### src/rtl/stack_sequencer_pkg.sv
// Shared definitions for the stack-pointer request sequencer:
// request opcodes, the FSM state type and the active-low strobe bundle
// driven toward the 16-bit stack pointer.
package stack_pkg;

  localparam logic [1:0] OP_NOP  = 2'b00;
  localparam logic [1:0] OP_PUSH = 2'b01;
  localparam logic [1:0] OP_POP  = 2'b10;
  localparam logic [1:0] OP_LOAD = 2'b11;

  typedef enum logic [2:0] {
    ST_IDLE,
    ST_PUSH_DEC,
    ST_PUSH_WR,
    ST_POP_RD,
    ST_POP_INC,
    ST_LOAD,
    ST_REJECT
  } state_t;

  // All members are active low; '1 means the pointer is left alone.
  typedef struct packed {
    logic outn;
    logic loadn;
    logic cupn;
    logic cdownn;
  } strobe_t;

  localparam strobe_t STROBE_NONE = '{outn: 1'b1, loadn: 1'b1, cupn: 1'b1, cdownn: 1'b1};

  // Exactly one strobe (or none) per state, so at most one is ever low.
  function automatic strobe_t strobe_for(state_t s);
    strobe_t st;
    st = STROBE_NONE;
    case (s)
      ST_PUSH_DEC: st.cdownn = 1'b0;
      ST_PUSH_WR:  st.outn   = 1'b0;
      ST_POP_RD:   st.outn   = 1'b0;
      ST_POP_INC:  st.cupn   = 1'b0;
      ST_LOAD:     st.loadn  = 1'b0;
      default:     st = STROBE_NONE;
    endcase
    return st;
  endfunction

endpackage

### src/rtl/stack_sequencer_if.sv
// Request/strobe bundle between the instruction decoder (master) and the
// stack sequencer (slave).
//   req_valid/req_op/req_ready : one-at-a-time request handshake
//   sp_outn/loadn/cupn/cdownn  : active-low stack pointer strobes
//   mem_wr/mem_rd              : memory strobes at the pointer address
//   done/err                   : completion pulse, err marks a rejection
//   overflow/underflow/depth   : sticky status and live entry count
interface stack_sequencer_if #(
  parameter int DEPTH_W = 9
);
  logic               req_valid;
  logic [1:0]         req_op;
  logic               req_ready;
  logic               sp_outn;
  logic               sp_loadn;
  logic               sp_cupn;
  logic               sp_cdownn;
  logic               mem_wr;
  logic               mem_rd;
  logic               done;
  logic               err;
  logic               overflow;
  logic               underflow;
  logic [DEPTH_W-1:0] depth;

  modport master (
    output req_valid, req_op,
    input  req_ready, sp_outn, sp_loadn, sp_cupn, sp_cdownn,
           mem_wr, mem_rd, done, err, overflow, underflow, depth
  );

  modport slave (
    input  req_valid, req_op,
    output req_ready, sp_outn, sp_loadn, sp_cupn, sp_cdownn,
           mem_wr, mem_rd, done, err, overflow, underflow, depth
  );
endinterface

### src/rtl/stack_sequencer_depth_tracker.sv
// Live-entry counter for the stack plus sticky overflow/underflow flags.
// Ports:
//   clk, reset        : clock, async active-high reset
//   inc, dec, clr     : count change requests (clr wins)
//   set_ovf, set_unf  : set the sticky flags (clr clears them)
//   depth             : current live entries
//   full, empty       : depth == MAX_DEPTH / depth == 0
//   overflow/underflow: sticky flags
module stack_depth_tracker #(
  parameter int MAX_DEPTH = 256,
  parameter int DEPTH_W   = 9
) (
  input  logic               clk,
  input  logic               reset,
  input  logic               inc,
  input  logic               dec,
  input  logic               clr,
  input  logic               set_ovf,
  input  logic               set_unf,
  output logic [DEPTH_W-1:0] depth,
  output logic               full,
  output logic               empty,
  output logic               overflow,
  output logic               underflow
);

  // The FSM never requests inc at full or dec at empty, so no saturation
  // logic is needed here.
  always_ff @(posedge clk or posedge reset) begin
    if (reset) begin
      depth     <= '0;
      overflow  <= 1'b0;
      underflow <= 1'b0;
    end else begin
      if (clr)      depth <= '0;
      else if (inc) depth <= depth + DEPTH_W'(1);
      else if (dec) depth <= depth - DEPTH_W'(1);

      if (clr) begin
        overflow  <= 1'b0;
        underflow <= 1'b0;
      end else begin
        if (set_ovf) overflow  <= 1'b1;
        if (set_unf) underflow <= 1'b1;
      end
    end
  end

  assign full  = (depth == DEPTH_W'(MAX_DEPTH));
  assign empty = (depth == '0);

endmodule

### src/rtl/stack_sequencer.sv
// Stack request sequencer: accepts PUSH/POP/LOAD_SP requests and plays
// them out as registered stack-pointer and memory strobes.
// Ports:
//   clk, reset : clock, async active-high reset
//   bus        : slave side of stack_sequencer_if (handshake, strobes,
//                done/err, sticky flags, depth)
//
// state       | meaning
// ------------+------------------------------------------------
// ST_IDLE     | ready for a request
// ST_PUSH_DEC | pre-decrement pointer (sp_cdownn low)
// ST_PUSH_WR  | pointer drives address, memory write, done
// ST_POP_RD   | pointer drives address, memory read
// ST_POP_INC  | post-increment pointer (sp_cupn low), done
// ST_LOAD     | pointer loads from bus (sp_loadn low), done
// ST_REJECT   | over/underflowing request dropped, done + err
module stack_sequencer
  import stack_pkg::*;
#(
  parameter int MAX_DEPTH = 256,
  parameter int DEPTH_W   = 9
) (
  input  logic             clk,
  input  logic             reset,
  stack_sequencer_if.slave bus
);

  state_t  state, next_state;
  strobe_t strobe_d, strobe_q;
  logic    wr_d, rd_d, done_d, err_d;
  logic    wr_q, rd_q, done_q, err_q, ready_q;
  logic    accept;
  logic    full, empty;
  logic [DEPTH_W-1:0] depth;

  assign accept = (state == ST_IDLE) && bus.req_valid;

  // State register plus output registers; outputs are decoded from
  // next_state so they line up with the state they describe.
  always_ff @(posedge clk or posedge reset) begin
    if (reset) begin
      state    <= ST_IDLE;
      strobe_q <= STROBE_NONE;
      wr_q     <= 1'b0;
      rd_q     <= 1'b0;
      done_q   <= 1'b0;
      err_q    <= 1'b0;
      ready_q  <= 1'b1;
    end else begin
      state    <= next_state;
      strobe_q <= strobe_d;
      wr_q     <= wr_d;
      rd_q     <= rd_d;
      done_q   <= done_d;
      err_q    <= err_d;
      ready_q  <= (next_state == ST_IDLE);
    end
  end

  always_comb begin
    next_state = state;
    case (state)
      ST_IDLE: begin
        if (bus.req_valid) begin
          case (bus.req_op)
            OP_PUSH: next_state = full  ? ST_REJECT : ST_PUSH_DEC;
            OP_POP:  next_state = empty ? ST_REJECT : ST_POP_RD;
            OP_LOAD: next_state = ST_LOAD;
            OP_NOP:  next_state = ST_IDLE;
            default: next_state = ST_IDLE;
          endcase
        end
      end
      ST_PUSH_DEC: next_state = ST_PUSH_WR;
      ST_POP_RD:   next_state = ST_POP_INC;
      default:     next_state = ST_IDLE;
    endcase
  end

  always_comb begin
    strobe_d = strobe_for(next_state);
    wr_d     = (next_state == ST_PUSH_WR);
    rd_d     = (next_state == ST_POP_RD);
    done_d   = (next_state == ST_PUSH_WR) || (next_state == ST_POP_INC) ||
               (next_state == ST_LOAD)    || (next_state == ST_REJECT);
    err_d    = (next_state == ST_REJECT);
  end

  // Depth moves on the edge leaving the first cycle of a PUSH/POP, so the
  // new count is visible in the cycle that carries done.
  stack_depth_tracker #(
    .MAX_DEPTH (MAX_DEPTH),
    .DEPTH_W   (DEPTH_W)
  ) u_depth (
    .clk       (clk),
    .reset     (reset),
    .inc       (state == ST_PUSH_DEC),
    .dec       (state == ST_POP_RD),
    .clr       (accept && (bus.req_op == OP_LOAD)),
    .set_ovf   (accept && (bus.req_op == OP_PUSH) && full),
    .set_unf   (accept && (bus.req_op == OP_POP) && empty),
    .depth     (depth),
    .full      (full),
    .empty     (empty),
    .overflow  (bus.overflow),
    .underflow (bus.underflow)
  );

  assign bus.req_ready = ready_q;
  assign bus.sp_outn   = strobe_q.outn;
  assign bus.sp_loadn  = strobe_q.loadn;
  assign bus.sp_cupn   = strobe_q.cupn;
  assign bus.sp_cdownn = strobe_q.cdownn;
  assign bus.mem_wr    = wr_q;
  assign bus.mem_rd    = rd_q;
  assign bus.done      = done_q;
  assign bus.err       = err_q;
  assign bus.depth     = depth;

endmodule

### src/flat_wrapper.sv
// flat-port wrapper written by rule: the top's interface ports become plain ports
module stack_sequencer_flat import stack_pkg::*;
#(
  parameter int MAX_DEPTH = 256,
  parameter int DEPTH_W   = 9
)
  (clk, reset, bus_req_valid, bus_req_op, bus_req_ready, bus_sp_outn, bus_sp_loadn, bus_sp_cupn, bus_sp_cdownn, bus_mem_wr, bus_mem_rd, bus_done, bus_err, bus_overflow, bus_underflow, bus_depth);
  stack_sequencer_if #(.DEPTH_W(DEPTH_W)) bus_i ();
  input  logic clk;
  input  logic reset;
  input wire logic [$bits(bus_i.req_valid)-1:0] bus_req_valid;
  input wire logic [$bits(bus_i.req_op)-1:0] bus_req_op;
  output wire logic [$bits(bus_i.req_ready)-1:0] bus_req_ready;
  output wire logic [$bits(bus_i.sp_outn)-1:0] bus_sp_outn;
  output wire logic [$bits(bus_i.sp_loadn)-1:0] bus_sp_loadn;
  output wire logic [$bits(bus_i.sp_cupn)-1:0] bus_sp_cupn;
  output wire logic [$bits(bus_i.sp_cdownn)-1:0] bus_sp_cdownn;
  output wire logic [$bits(bus_i.mem_wr)-1:0] bus_mem_wr;
  output wire logic [$bits(bus_i.mem_rd)-1:0] bus_mem_rd;
  output wire logic [$bits(bus_i.done)-1:0] bus_done;
  output wire logic [$bits(bus_i.err)-1:0] bus_err;
  output wire logic [$bits(bus_i.overflow)-1:0] bus_overflow;
  output wire logic [$bits(bus_i.underflow)-1:0] bus_underflow;
  output wire logic [$bits(bus_i.depth)-1:0] bus_depth;
  assign bus_i.req_valid = bus_req_valid;
  assign bus_i.req_op = bus_req_op;
  assign bus_req_ready = bus_i.req_ready;
  assign bus_sp_outn = bus_i.sp_outn;
  assign bus_sp_loadn = bus_i.sp_loadn;
  assign bus_sp_cupn = bus_i.sp_cupn;
  assign bus_sp_cdownn = bus_i.sp_cdownn;
  assign bus_mem_wr = bus_i.mem_wr;
  assign bus_mem_rd = bus_i.mem_rd;
  assign bus_done = bus_i.done;
  assign bus_err = bus_i.err;
  assign bus_overflow = bus_i.overflow;
  assign bus_underflow = bus_i.underflow;
  assign bus_depth = bus_i.depth;
  stack_sequencer #(.MAX_DEPTH(MAX_DEPTH), .DEPTH_W(DEPTH_W)) u_core (.clk(clk), .reset(reset), .bus(bus_i));
endmodule
### config.mk
export PLATFORM = sky130hd
export DESIGN_NAME = stack_sequencer_flat
export DESIGN_NICKNAME = d
export VERILOG_FILES = /design/src/rtl/stack_sequencer_pkg.sv /design/src/rtl/stack_sequencer_if.sv /design/src/rtl/stack_sequencer_depth_tracker.sv /design/src/rtl/stack_sequencer.sv /design/src/flat_wrapper.sv
export SDC_FILE = /design/constraint.sdc
export NUM_CORES = 1
export LEC_CHECK = 0
export CELL_PAD_IN_SITES_DETAIL_PLACEMENT = 1
export CELL_PAD_IN_SITES_GLOBAL_PLACEMENT = 2
export CORE_MARGIN = 2
export CORE_UTILIZATION = 33
export DETAILED_ROUTE_END_ITERATION = 10
export GPL_TIMING_DRIVEN = 1
export HOLD_SLACK_MARGIN = 0.05
export PLACE_DENSITY = 0.83
export SYNTH_ARGS = -nofsm -noshare
export SYNTH_HDL_FRONTEND = slang
export SYNTH_SLANG_ARGS = --single-unit
### constraint.sdc
create_clock -name clk -period 6.15 [get_ports clk]
set_clock_uncertainty 0.1 [all_clocks]
set_input_delay 1.23 -clock clk [delete_from_list [all_inputs] [get_ports clk]]
set_output_delay 1.23 -clock clk [all_outputs]
set_load 0.02 [all_outputs]
### Word level (Yosys, flattened, before mapping)

Index checks and enable logic that the tools add are counted.

* logic and storage cells: 60
* bits in registers: 23
* bits of input ports: 5

* eq/ne operators: 12
* reductions and logical operators: 17
* $add $sub $neg: 2
* multiplexer cells: 16

Operator list (number)
* two-way mux 9 bit: 3
* one-hot mux 3 bit (4 select lines): 1
* adder 9 x 1 -> 9 bit, second input constant: 1
* == test 3 x 2 -> 1 bit, second input constant: 3
* == test 3 bit, second input constant: 3
* == test 9 bit, second input constant: 1
* logical NOT 9 bit: 1
* two-way mux 3 bit: 3
* one-hot mux 3 bit (3 select lines): 1
* subtractor 9 x 1 -> 9 bit, second input constant: 1
* two-way mux 1 bit: 8
* == test 3 x 1 -> 1 bit, second input constant: 2
* logical AND 1 bit: 6
* logical NOT 3 bit: 2
* == test 2 bit, second input constant: 2
* nonzero test 2 bit: 2
* logical OR 1 bit: 3
* nonzero test 3 bit: 1
* == test 2 x 1 -> 1 bit, second input constant: 1
* logical NOT 2 bit: 1
* OR reduction 2 bit: 1

### Longest topological paths before layout

Gate-level depths: netlist of run 1.

* depth after elaboration: 9
* depth in mapped cells: 10

### Cells and area by module

From an unflattened synthesis of run 1, not the netlist that was laid out.

* cells, all modules: 150
* area, all modules: 1385.1 um^2

By module, submodules not included
* stack_depth_tracker: sequential area each 275.3 um^2, cells each 98, area each 829.5 um^2, times used 1
* stack_sequencer: sequential area each 306.5 um^2, cells each 52, area each 555.5 um^2, times used 1

### Least setup slack after synthesis of run 1

No wires, ideal clock.

* path kind: register to register
* start: register u_core.state[2]
* end: register u_core.u_depth.depth[8]
* setup slack: 3684 ps
* stages on the path, launching flop included: 10
* setup time: 81 ps
* required time: 5969 ps
* arrival: 2285 ps
* cells stage by stage: dfrtp_1 > nand2b_1 > nor2_1 > inv_1 > fa_1 > a211oi_1 > o21ai_0 > o21ai_0 > mux2i_1 > mux2i_1

* longest elaborated chain between the ends: 4

Ends and longest elaborated chain
* start: declaration: line stack_sequencer.sv:28 `state_t state, next_state;`
* start signal: assignment: line stack_sequencer.sv:50 `state <= next_state;`
* logical NOT 3 bit: line stack_sequencer.sv:36 `assign accept = (state == ST_IDLE) && bus.req_valid;`
* logical AND 1 bit: line stack_sequencer.sv:36
* logical AND 1 bit: line stack_sequencer.sv:99 `.clr (accept && (bus.req_op == OP_LOAD)),`
* nonzero test 3 bit (no line) or two-way mux 9 bit (tied branches)
* end signal: assignment: line stack_sequencer_depth_tracker.sv:36 `else if (inc) depth <= depth + DEPTH_W'(1);`
* end signal: assignment: line stack_sequencer_depth_tracker.sv:37 `else if (dec) depth <= depth - DEPTH_W'(1);`
* end: declaration: line stack_sequencer_depth_tracker.sv:20 `output logic [DEPTH_W-1:0] depth,`

Parallel ways exist; a longest one is shown, timed or not.
A chain may end at the register's enable or synchronous reset.

### Final worst setup path of run 1

Same ends and word-level chain as after synthesis.

==> qor.csv, run 1 <==
stage,metric,value,unit
status,status,"complete, no violations",
clock_network,Inserted Clock Buffers,3,
logic_synthesis,Yosys reg bits,23,
clock_network,hold buffer count at cts,0,
power_and_ir_drop,pwr/cell area,557,nW/um^2
clock_network,Clock Sinks,23,
routing,DRT antenna net count,0,
routing,TritonRoute pass-1 iters,2,
logic_synthesis,Post-Syn Nets,138,
clock_network,clk slew on worst S/H paths,0.09,ns
clock_network,Setup Buffers After CTS,0,
placement,RePlAce Congestion,0.827,
layout,# nets final,166,
timing,Worst Max-Slew Pin Slew,0.863,ns
min_path,worst min-delay path class,register to register,
worst_setup_path,crit-path max FO,10,
logic_synthesis,cells taking the most area after synthesis,"dfrtp_1 (36%), dfstp_2 (11%), ha_1 (7.1%)",
placement,Port Buffers,24,
logic_synthesis,"Async S/R FF share, synth",1.00,
timing,Setup-failing EPs final,0,
logic_synthesis,register area share after synthesis,0.470,
clock_network,Skew-Pair Late Insertion Delay,0.27,ns
logic_synthesis,cell taking the most area after synthesis,dfrtp_1,
logic_synthesis,mapped cell area,1240,sq um
timing,TNS Setup,0,ns
worst_setup_path,worst-path cell chain,"nand2b_1, nor2_1, inv_1, fa_1, a211oi_1, o21ai_0, o21ai_0, mux2i_1, mux2i_1",
clock_network,cts repair resizes,0,
floorplanning,# IOs,25,
global_routing,GRT overflow,0,
floorplanning,Initial Utilization,0.341,
floorplanning,Die Ht,65.2,um
worst_setup_path,Crit Reg-Reg Startpoint,u_core.state[2],
worst_setup_path,Setup Crit Path Kind,register to register,
routing,starting DRC count in detailed routing,12,
layout,Layout area overhead,27.6,%
routing,total number of vias,1029,
worst_setup_path,Critical Path Source,u_core.state[2],
logic_synthesis,Mapped Cells,125,
placement,placed cell area,1530,sq um
timing,RSZ-0062 raised after global routing,no,
global_routing,initial antenna violation count,0,
worst_setup_path,Critical Path AT,2.96,ns
global_routing,vias in the first global route,1039,
logic_synthesis,post-synthesis cell type count,39,
layout,cell area after layout,1580,sq um
logic_synthesis,Yosys Warn Count,0,
power_and_ir_drop,Max rail drop VDD,217,uV
global_routing,largest net degree at the start of global routing,24,
timing,final hold viol count,0,
global_routing,gr usage total,0.160,
worst_setup_path,kind of capture point of the worst setup path,register,
timing,achievable clock frequency,351,MHz
logic_synthesis,post-synth top area share,0.364,
worst_setup_path,CP startpoint kind,register,
clock_network,H-tree levels,1,
logic_synthesis,Post-synth EDFFs,0,
layout,diode count,0,
clock_network,CTS tree,built,
routing,routed wire length per instance,15.0,um
worst_setup_path,largest stage delay on the critical path,0.48,ns
timing,count of pins over their slew limit,0,
timing,min cycle time layout,2.85,ns
routing,overall routed net length,2.99,mm
floorplanning,core area,3630,sq um
logic_synthesis,ys flop type,dfrtp_1,
floorplanning,die extent in x,65.2,um
routing,Via density,5.15,
worst_setup_path,Critical Path RT,6.25,ns
floorplanning,die area,4260,sq um
logic_synthesis,average cell area after synthesis,9.90,sq um
clock_network,maximum clock path buffer count,2,
placement,Detailed Place HPWL,2.26,mm
run,Max-Cap Viols,0,
global_routing,global-route wire length before repair,5.11,mm
worst_setup_path,critical path's slowest cell,fa_1,
power_and_ir_drop,leakage power,0.674,nW
timing,final cycle utilization of the critical path,0.464,
floorplanning,row cnt,22,
timing,Worst slew margin,0.424,
layout,share of post-route cells with drive strength above 1,0.105,
clock_network,root buf cell,clkbuf_8,
min_path,worst hold path startpoint,u_core.u_depth.underflow,
routing,# DRC,0,
critical path: cells and delay by family (launching register included):
family / cells / cell delay (ns)
flip-flops: 1 / 0.46
buffers and inverters: 1 / 0.21
multiplexers: 2 / 0.43
AND/OR/NAND/NOR: 2 / 0.50
AO/OA/AOI/OAI: 3 / 0.61
adder cells (fa/ha/maj): 1 / 0.48
layout make-up:
class | count | area [sq um]
Fill cell | 431 | 2050
Multi-Input combinational cell | 93 | 621
Sequential cell | 23 | 582
Timing Repair Buffer | 24 | 240
Tap cell | 48 | 60.1
Clock buffer | 3 | 41.3
Inverter | 8 | 30.0
Clock inverter | 1 | 5.00
cells by family after synthesis:
kind of cell / Yosys count / share of synthesized area
compound gates: 34 / 0.171
xor+xnor: 4 / 0.0283
fa+ha+maj: 8 / 0.0870
buf+inv: 9 / 0.0283
flops: 23 / 0.470
mux: 3 / 0.0243
simple gates: 44 / 0.191
stage by stage:
stage               hold WS [ns]  power (W)   util  setup slack, ns  instances
finish                     0.413   0.000880  0.435             3.30        200
global route               0.456   0.000957  0.435             3.02        200
floorplan                  0.387   0.000607      -             3.68        125
global placement           0.390   0.000777  0.422             3.16        196
detailed placement         0.400   0.000783  0.422             3.15        196
CTS                        0.420   0.000884  0.435             3.28        200
Yosys cell counts, types with 2 or more instances:
| cell | instances |
|---|---|
| dfrtp_1 | 18 |
| dfstp_2 | 5 |
| nand2_1 | 15 |
| nand3_1 | 2 |
| mux2i_1 | 3 |
| nor2b_1 | 3 |
| xor2_1 | 2 |
| nor4_1 | 2 |
| a211oi_1 | 3 |
| o21ai_0 | 14 |
| inv_1 | 7 |
| nor3_1 | 3 |
| nor2_1 | 8 |
| o21bai_1 | 2 |
| nor4_2 | 2 |
| xnor2_1 | 2 |
| a21oi_1 | 6 |
| ha_1 | 7 |
cell usage in the layout (no fill, tap or decap), drive strengths merged, types with 2 or more instances in the layout:
| cell type | netlist | final |
|---|---|---|
| nor2b | 3 | 3 |
| nor4 | 4 | 4 |
| a211oi | 3 | 3 |
| xnor2 | 2 | 2 |
| o21bai | 2 | 2 |
| mux2i | 3 | 3 |
| dfstp | 5 | 5 |
| nand2 | 15 | 15 |
| o21ai | 15 | 15 |
| nor3 | 4 | 4 |
| clkbuf | 0 | 3 |
| xor2 | 2 | 2 |
| dfrtp | 18 | 18 |
| a21oi | 6 | 6 |
| clkdlybuf4s50 | 0 | 24 |
| nor2 | 8 | 8 |
| nand3 | 2 | 2 |
| ha | 7 | 7 |
| inv | 8 | 8 |
worst paths after layout:
check,slack [ns],end,cells past startpoint
worst max-delay path,3.30,u_core.u_depth.depth[8],9
worst min-delay path,0.41,u_core.u_depth.underflow,2
worst max register to register,3.30,u_core.u_depth.depth[8],9
worst min register to register,0.41,u_core.u_depth.underflow,2
max in group asynchronous,4.08,u_core.u_depth.depth[2],2
min in group asynchronous,1.33,u_core.u_depth.depth[6],2
sequential cells by signal (all words and copies together) (netlist names):
register                  flops
u_core.state                  3
u_core.bus.done               1
u_core.u_depth.overflow       1
u_core.bus.err                1
u_core.bus.sp_cdownn          1
u_core.bus.req_ready          1
u_core.bus.sp_loadn           1
u_core.u_depth.depth          9
u_core.bus.mem_rd             1
u_core.bus.mem_wr             1
u_core.u_depth.underflow      1
u_core.bus.sp_cupn            1
u_core.bus.sp_outn            1
power by group:
group / internal, W / switching [W] / leakage, nW
logic: 0.000229 / 0.000286 / 0.362
registers: 0.000209 / 0.0000583 / 0.287
clock network: 0.0000453 / 0.0000520 / 0.0255
total: 0.000483 / 0.000396 / 0.674
metal layers:
layer  vias to the layer above  wire length (um)  track usage
li1                        502                 -            -
met1                       508              1490        0.224
met2                        15              1350        0.239
met3                         4                85       0.0342
met4                         0                64       0.0703
met5                         -                 0            0
Note: power is estimated with default switching activity, not from simulation.
==> run 2, diff against run 1 <==
Settings changed: CORE_UTILIZATION 33 to 28, PLACE_DENSITY 0.83 to 0.75.
Clock period 6.15 ns to 2.6 ns, I/O delays scaled along.
==> run 2 against run 1 <==
Net effect: register-to-register slack got worse by 3.0 ns; setup slack got worse by 3.0 ns; utilization decreased by 4.6 points; via count increased by 7.2%; sequential cell count unchanged; final area increased by 5.7%; sequential share of layout area decreased by 2.0 points; largest cell class unchanged; largest power group unchanged; first-iteration DRC count increased to 3.4 times the previous value; die area increased by 17%; critical endpoint is now u_core.u_depth.depth[7]; global-route usage decreased by 1.5 points; critical path type unchanged.
==> qor.csv, run 2 (same netlist as run 1, synthesis figures left out) <==
stage,metric,value,unit,change
worst_setup_path,critical path's slowest cell,dfrtp_1,,was fa_1
layout,share of post-route cells with drive strength above 1,0.194,,was 0.105
floorplanning,Die Ht,70.5,um,was 65.2 um
power_and_ir_drop,leakage power,0.713,nW,was 0.674 nW
clock_network,maximum clock path buffer count,2,,unchanged
clock_network,Clock Sinks,23,,unchanged
worst_setup_path,kind of capture point of the worst setup path,register,,unchanged
routing,total number of vias,1103,,was 1029
layout,biggest regs,"u_core.u_depth.depth: 9 flops, u_core.state: 3 flops",,unchanged
floorplanning,Initial Utilization,0.288,,was 0.341
layout,diode count,0,,unchanged
timing,TNS Setup,0,ns,unchanged
floorplanning,die extent in x,70.5,um,was 65.2 um
layout,max reg flops,9,,unchanged
worst_setup_path,crit-path max FO,7,,was 10
clock_network,hold buffer count at cts,0,,unchanged
power_and_ir_drop,Total Power,0.00221,W,was 0.000880 W
timing,min cycle time layout,2.32,ns,was 2.85 ns
routing,overall routed net length,3.32,mm,was 2.99 mm
routing,starting DRC count in detailed routing,41,,was 12
placement,Port Buffers,24,,unchanged
routing,# DRC,0,,unchanged
layout,Layout area overhead,34.9,%,was 27.6%
placement,placed cell area,1590,sq um,was 1530 sq um
routing,Via density,5.20,,was 5.15
global_routing,largest net degree at the start of global routing,24,,unchanged
clock_network,Inserted Clock Buffers,3,,unchanged
timing,RSZ-0062 raised after global routing,no,,unchanged
power_and_ir_drop,Max rail drop VDD,551,uV,was 217 uV
timing,Setup-failing EPs final,0,,unchanged
routing,DRT antenna net count,0,,unchanged
worst_setup_path,Critical Path RT,2.69,ns,was 6.25 ns
placement,Detailed Place HPWL,2.51,mm,was 2.26 mm
routing,TritonRoute pass-1 iters,4,,was 2
floorplanning,core area,4290,sq um,was 3630 sq um
worst_setup_path,family with the most delay on the worst path,compound AO/OA/AOI/OAI gates,,unchanged
worst_setup_path,most frequent CP cell,o21ai_0,,
layout,cell area after layout,1670,sq um,was 1580 sq um
global_routing,initial antenna violation count,0,,unchanged
layout,"commonest cells after routing, fill and taps aside","clkdlybuf4s50_1 (24), dfrtp_1 (18), nand2_1 (15), o21ai_0 (12), buf_4 (8)",,"was clkdlybuf4s50_1 (24), dfrtp_1 (18), nand2_1 (15), o21ai_0 (14), nor2_1 (8)"
global_routing,global-route wire length before repair,5.69,mm,was 5.11 mm
clock_network,root buf cell,clkbuf_8,,unchanged
worst_setup_path,Critical Path AT,2.41,ns,was 2.96 ns
timing,achievable clock frequency,431,MHz,was 351 MHz
layout,# nets final,174,,was 166
worst_setup_path,Setup Crit Path Kind,register to register,,unchanged
routing,routed wire length per instance,15.7,um,was 15.0 um
layout,Reg with most FFs,u_core.u_depth.depth,,unchanged
floorplanning,die area,4970,sq um,was 4260 sq um
run,Max-Cap Viols,0,,unchanged
timing,Worst Max-Slew Pin Slew,0.487,ns,was 0.863 ns
power_and_ir_drop,pwr/cell area,1320,nW/um^2,was 557 nW/um^2
layout,"most common cell after layout, fill and taps aside",clkdlybuf4s50_1,,unchanged
clock_network,H-tree levels,1,,unchanged
floorplanning,# IOs,25,,unchanged
worst_setup_path,largest stage delay on the critical path,0.38,ns,was 0.48 ns
clock_network,Skew-Pair Late Insertion Delay,0.27,ns,about the same
timing,Worst slew margin,0.672,,was 0.424
status,status,"complete, no violations",,unchanged
floorplanning,row cnt,24,,was 22
global_routing,gr usage total,0.145,,was 0.160
timing,final cycle utilization of the critical path,0.893,,was 0.464
placement,RePlAce Congestion,0.838,,was 0.827
clock_network,clk slew on worst S/H paths,0.08,ns,was 0.09 ns
clock_network,CTS tree,built,,unchanged
timing,final hold viol count,0,,unchanged
worst_setup_path,CP startpoint kind,register,,unchanged
min_path,worst min-delay path class,register to register,,unchanged
worst_setup_path,worst-path cell chain,"nand2b_1, nor2_2, inv_1, buf_4, ha_2, nand2_1, o21ai_0, a211oi_1, xor2_1, o21ai_0",,"was nand2b_1, nor2_1, inv_1, fa_1, a211oi_1, o21ai_0, o21ai_0, mux2i_1, mux2i_1"
timing,count of pins over their slew limit,0,,unchanged
worst_setup_path,CP bufs+invs,2,,was 1
global_routing,vias in the first global route,1179,,was 1039
global_routing,GRT overflow,0,,unchanged
-- run 2: cell count changes in the layout (fill, tap and decap cells not counted), sizes merged --
cell  before  now
buf        0    8
-- run 2: repair_timing --
item / in CTS / in global routing
setup buffers: 0 / 1
endpoints found under the hold margin: 0 / 0
endpoints found under the setup margin: 0 / 1
gates resized for setup: 0 / 9
-- run 2: layer usage --
layer | GRT usage | share of wire
met1 | 0.177 | 0.47
met2 | 0.252 | 0.49
met3 | 0.0289 | 0.030
met4 | 0.0513 | 0.011
met5 | 0 | 0
-- run 2: cell type report --
type                    instances  area (sq um)
clock buffers                   3          41.3
fillers                       495          2630
inverters                       8          30.0
well taps                      52          65.1
multi-input cells              93           646
flip-flops and latches         23           582
clock inverters                 1          5.00
repair buffers                 32           300
-- run 2: path summary, 6_finish.rpt --
kind | from | to | slack (ns) | cells past startpoint
worst max-delay path | u_core.state[2] | u_core.u_depth.depth[7] | 0.28 | 10
min in group asynchronous | reset | u_core.bus.mem_rd | 0.49 | 3
worst max register to register | u_core.state[2] | u_core.u_depth.depth[7] | 0.28 | 10
worst min-delay path | u_core.state[1] | u_core.bus.mem_wr | 0.38 | 1
max in group asynchronous | reset | u_core.bus.sp_loadn | 1.62 | 3
worst min register to register | u_core.state[1] | u_core.bus.mem_wr | 0.38 | 1
-- run 2: where the power goes --
| group | internal [W] | total (W) | leakage (nW) | switching, W |
|---|---|---|---|---|
| Combinational | 0.000626 | 0.00136 | 0.400 | 0.000738 |
| Sequential | 0.000495 | 0.000617 | 0.287 | 0.000122 |
| Clock | 0.000107 | 0.000226 | 0.0255 | 0.000119 |
-- run 2: stage by stage --
| step | instances | hold WS (ns) | util | worst slack, ns |
|---|---|---|---|---|
| 6_report | 212 | 0.376 | 0.389 | 0.278 |
| 4_1_cts | 211 | 0.372 | 0.381 | 0.102 |
| 5_1_grt | 212 | 0.395 | 0.389 | 0.0355 |
| 3_3_place_gp | 207 | 0.348 | 0.370 | 0.226 |
| 3_5_place_dp | 207 | 0.350 | 0.370 | 0.146 |
| 2_1_floorplan | 125 | 0.387 | - | 0.134 |
==> variant: new RTL, settings of run 2 <==
Encoding of `state_t`: now one-hot (7 bits for 7 states).
--- a/src/rtl/stack_sequencer_pkg.sv
+++ b/src/rtl/stack_sequencer_pkg.sv
@@ -8,14 +8,14 @@
   localparam logic [1:0] OP_POP  = 2'b10;
   localparam logic [1:0] OP_LOAD = 2'b11;
 
-  typedef enum logic [2:0] {
-    ST_IDLE,
-    ST_PUSH_DEC,
-    ST_PUSH_WR,
-    ST_POP_RD,
-    ST_POP_INC,
-    ST_LOAD,
-    ST_REJECT
+  typedef enum logic [6:0] {
+    ST_IDLE     = 7'b0000001,
+    ST_PUSH_DEC = 7'b0000010,
+    ST_PUSH_WR  = 7'b0000100,
+    ST_POP_RD   = 7'b0001000,
+    ST_POP_INC  = 7'b0010000,
+    ST_LOAD     = 7'b0100000,
+    ST_REJECT   = 7'b1000000
   } state_t;
 
   // All members are active low; '1 means the pointer is left alone.
Check against the original RTL: no difference found for any inputs over 10 cycles, from zero or initial values and one cycle with reset high; not proved beyond that.
==> variant against run 2 <==
- the run now ends with setup timing left
- via count grew 0.73%
- first-iteration DRC count up 2.4%
- sequential cell count grew 4
- routed wire length rose by 8.9%
- setup slack lost 0.43 ns
- sequential share of layout area increased by 1.3 points
- critical path depth decreased by 2
- design area up 13%
- synthesized area increased by 8.9%
- final cell count is 3.8% higher
- hold slack improved by 0.026 ns
- total power rose by 16%
- maximum frequency shrank 16%
- critical path type unchanged
- critical endpoint unchanged
- largest power group unchanged
==> variant: results (changes against run 2) <==
status=finished, violations left (was finished, final reports clean); failing checks=setup timing; Via density=5.050 (was 5.203); largest cells by area after synthesis=dfrtp_1 (39%), dfstp_2 (12%), ha_1 (6.5%), a22o_1 (4.5%), inv_1 (2.8%) (was dfrtp_1 (36%), dfstp_2 (11%), ha_1 (7.1%), o21ai_0 (5.7%), nand2_1 (4.6%)); initial DRC count=42 (was 41); CTS resizes=2 (was 0); compound-gate portion of the synthesized area=19.22% (was 17.09%); Post-synth top cells=dfrtp_1 (21), inv_1 (10), nor2_1 (10), a22o_1 (7), ha_1 (7) (was dfrtp_1 (18), nand2_1 (15), o21ai_0 (14), nor2_1 (8)); proportion of synthesized area in mux cells=0.8357% (was 2.427%); setup_tns=-0.4834 ns (was 0 ns); Wirelength per Cell=16.45 microns (was 15.67 microns); vias in the first global route=1217 (was 1179); P_leak=0.8615 nW (was 0.7129 nW); max_slew headroom=60.12% (was 67.24%); pin count of the biggest net entering global routing=28 (was 24); Synth cell types=40 (was 39); XOR/XNOR Fraction of Synth Area=3.900% (was 2.831%); detailed placement HPWL=2631 microns (was 2513 microns); maximum vdd drop=0.6995 mV (was 0.5512 mV); syn_nets=133 (was 138); count of final setup violators=5 (was 0); crit path DAT=2.83 ns (was 2.41 ns); achievable frequency=363.1 MHz (was 430.7 MHz); gr usage total=14.39% (was 14.50%); slack of the critical path=-0.1543 ns (was 0.2779 ns); first-pass GRT wire length=5947 microns (was 5692 microns); layout cell share with drive strength beyond 1=25.90% (was 19.38%); area share of fa/ha/maj cells after synthesis=7.985% (was 8.696%); Largest regs=u_core.u_depth.depth: 9 flops, u_core.state: 7 flops (was u_core.u_depth.depth: 9 flops, u_core.state: 3 flops); HP Start=u_core.u_depth.overflow$_DFFE_PP0P_ (was u_core.state[1]$_DFF_PP0_)
## variant: cell count changes after synthesis, moves of 3 or more
cell | run 2 | this run
inv_1 | 7 | 10
a22o_1 | 1 | 7
nand2_1 | 15 | 4
nor2b_1 | 3 | 0
o21ai_0 | 14 | 3
mux2i_1 | 3 | 0
dfrtp_1 | 18 | 21
## variant: power by group
group	leakage (nW)	internal [mW]	total, mW	switching, mW
clock	0.0228	0.110	0.243	0.133
combinational	0.491	0.856	1.65	0.793
sequential	0.348	0.547	0.667	0.120
total	0.862	1.51	2.56	1.05
## variant: worst paths after layout
check	endpoint	slack [ns]	depth (start not counted)
max in group asynchronous	u_core.bus.sp_loadn$_DFF_PP1_	1.58	3
setup / recovery	u_core.u_depth.depth[7]$_DFFE_PP0P_	-0.15	8
setup reg to reg	u_core.u_depth.depth[7]$_DFFE_PP0P_	-0.15	8
min in group asynchronous	u_core.state[3]$_DFF_PP0_	0.51	3
hold reg to reg	u_core.u_depth.overflow$_DFFE_PP0P_	0.40	2
hold / removal	u_core.u_depth.overflow$_DFFE_PP0P_	0.40	2
## variant: area by class of cell
type	count	area share (%)
flip-flops and latches	27	36.18
multi-input cells	82	35.72
repair buffers	42	19.88
clock buffers	4	2.386
inverters	11	2.253
well taps	54	3.579
## variant: critical path, stage by stage (launching register included)
cell and delay [ns]:
dfrtp_1 0.37, or4_4 0.54, or3_4 0.39, ha_1 0.37, and3_1 0.21, a32oi_2 0.19
a32oi_1 0.14, xor2_1 0.15, a22o_1 0.18
## variant: per-stage QoR
stage,cells,cell area [sq um]
global placement,215,1813
CTS,220,1873
global route,220,1888
finish,220,1888
detailed placement,215,1813
floorplan,120,1378
## variant: layer usage
metal  global-route usage (%)  wire length (microns)
met4                    3.636                     36
met5                        0                      0
met3                    2.469                    124
met1                    18.79                   1653
met2                    24.72                   1805
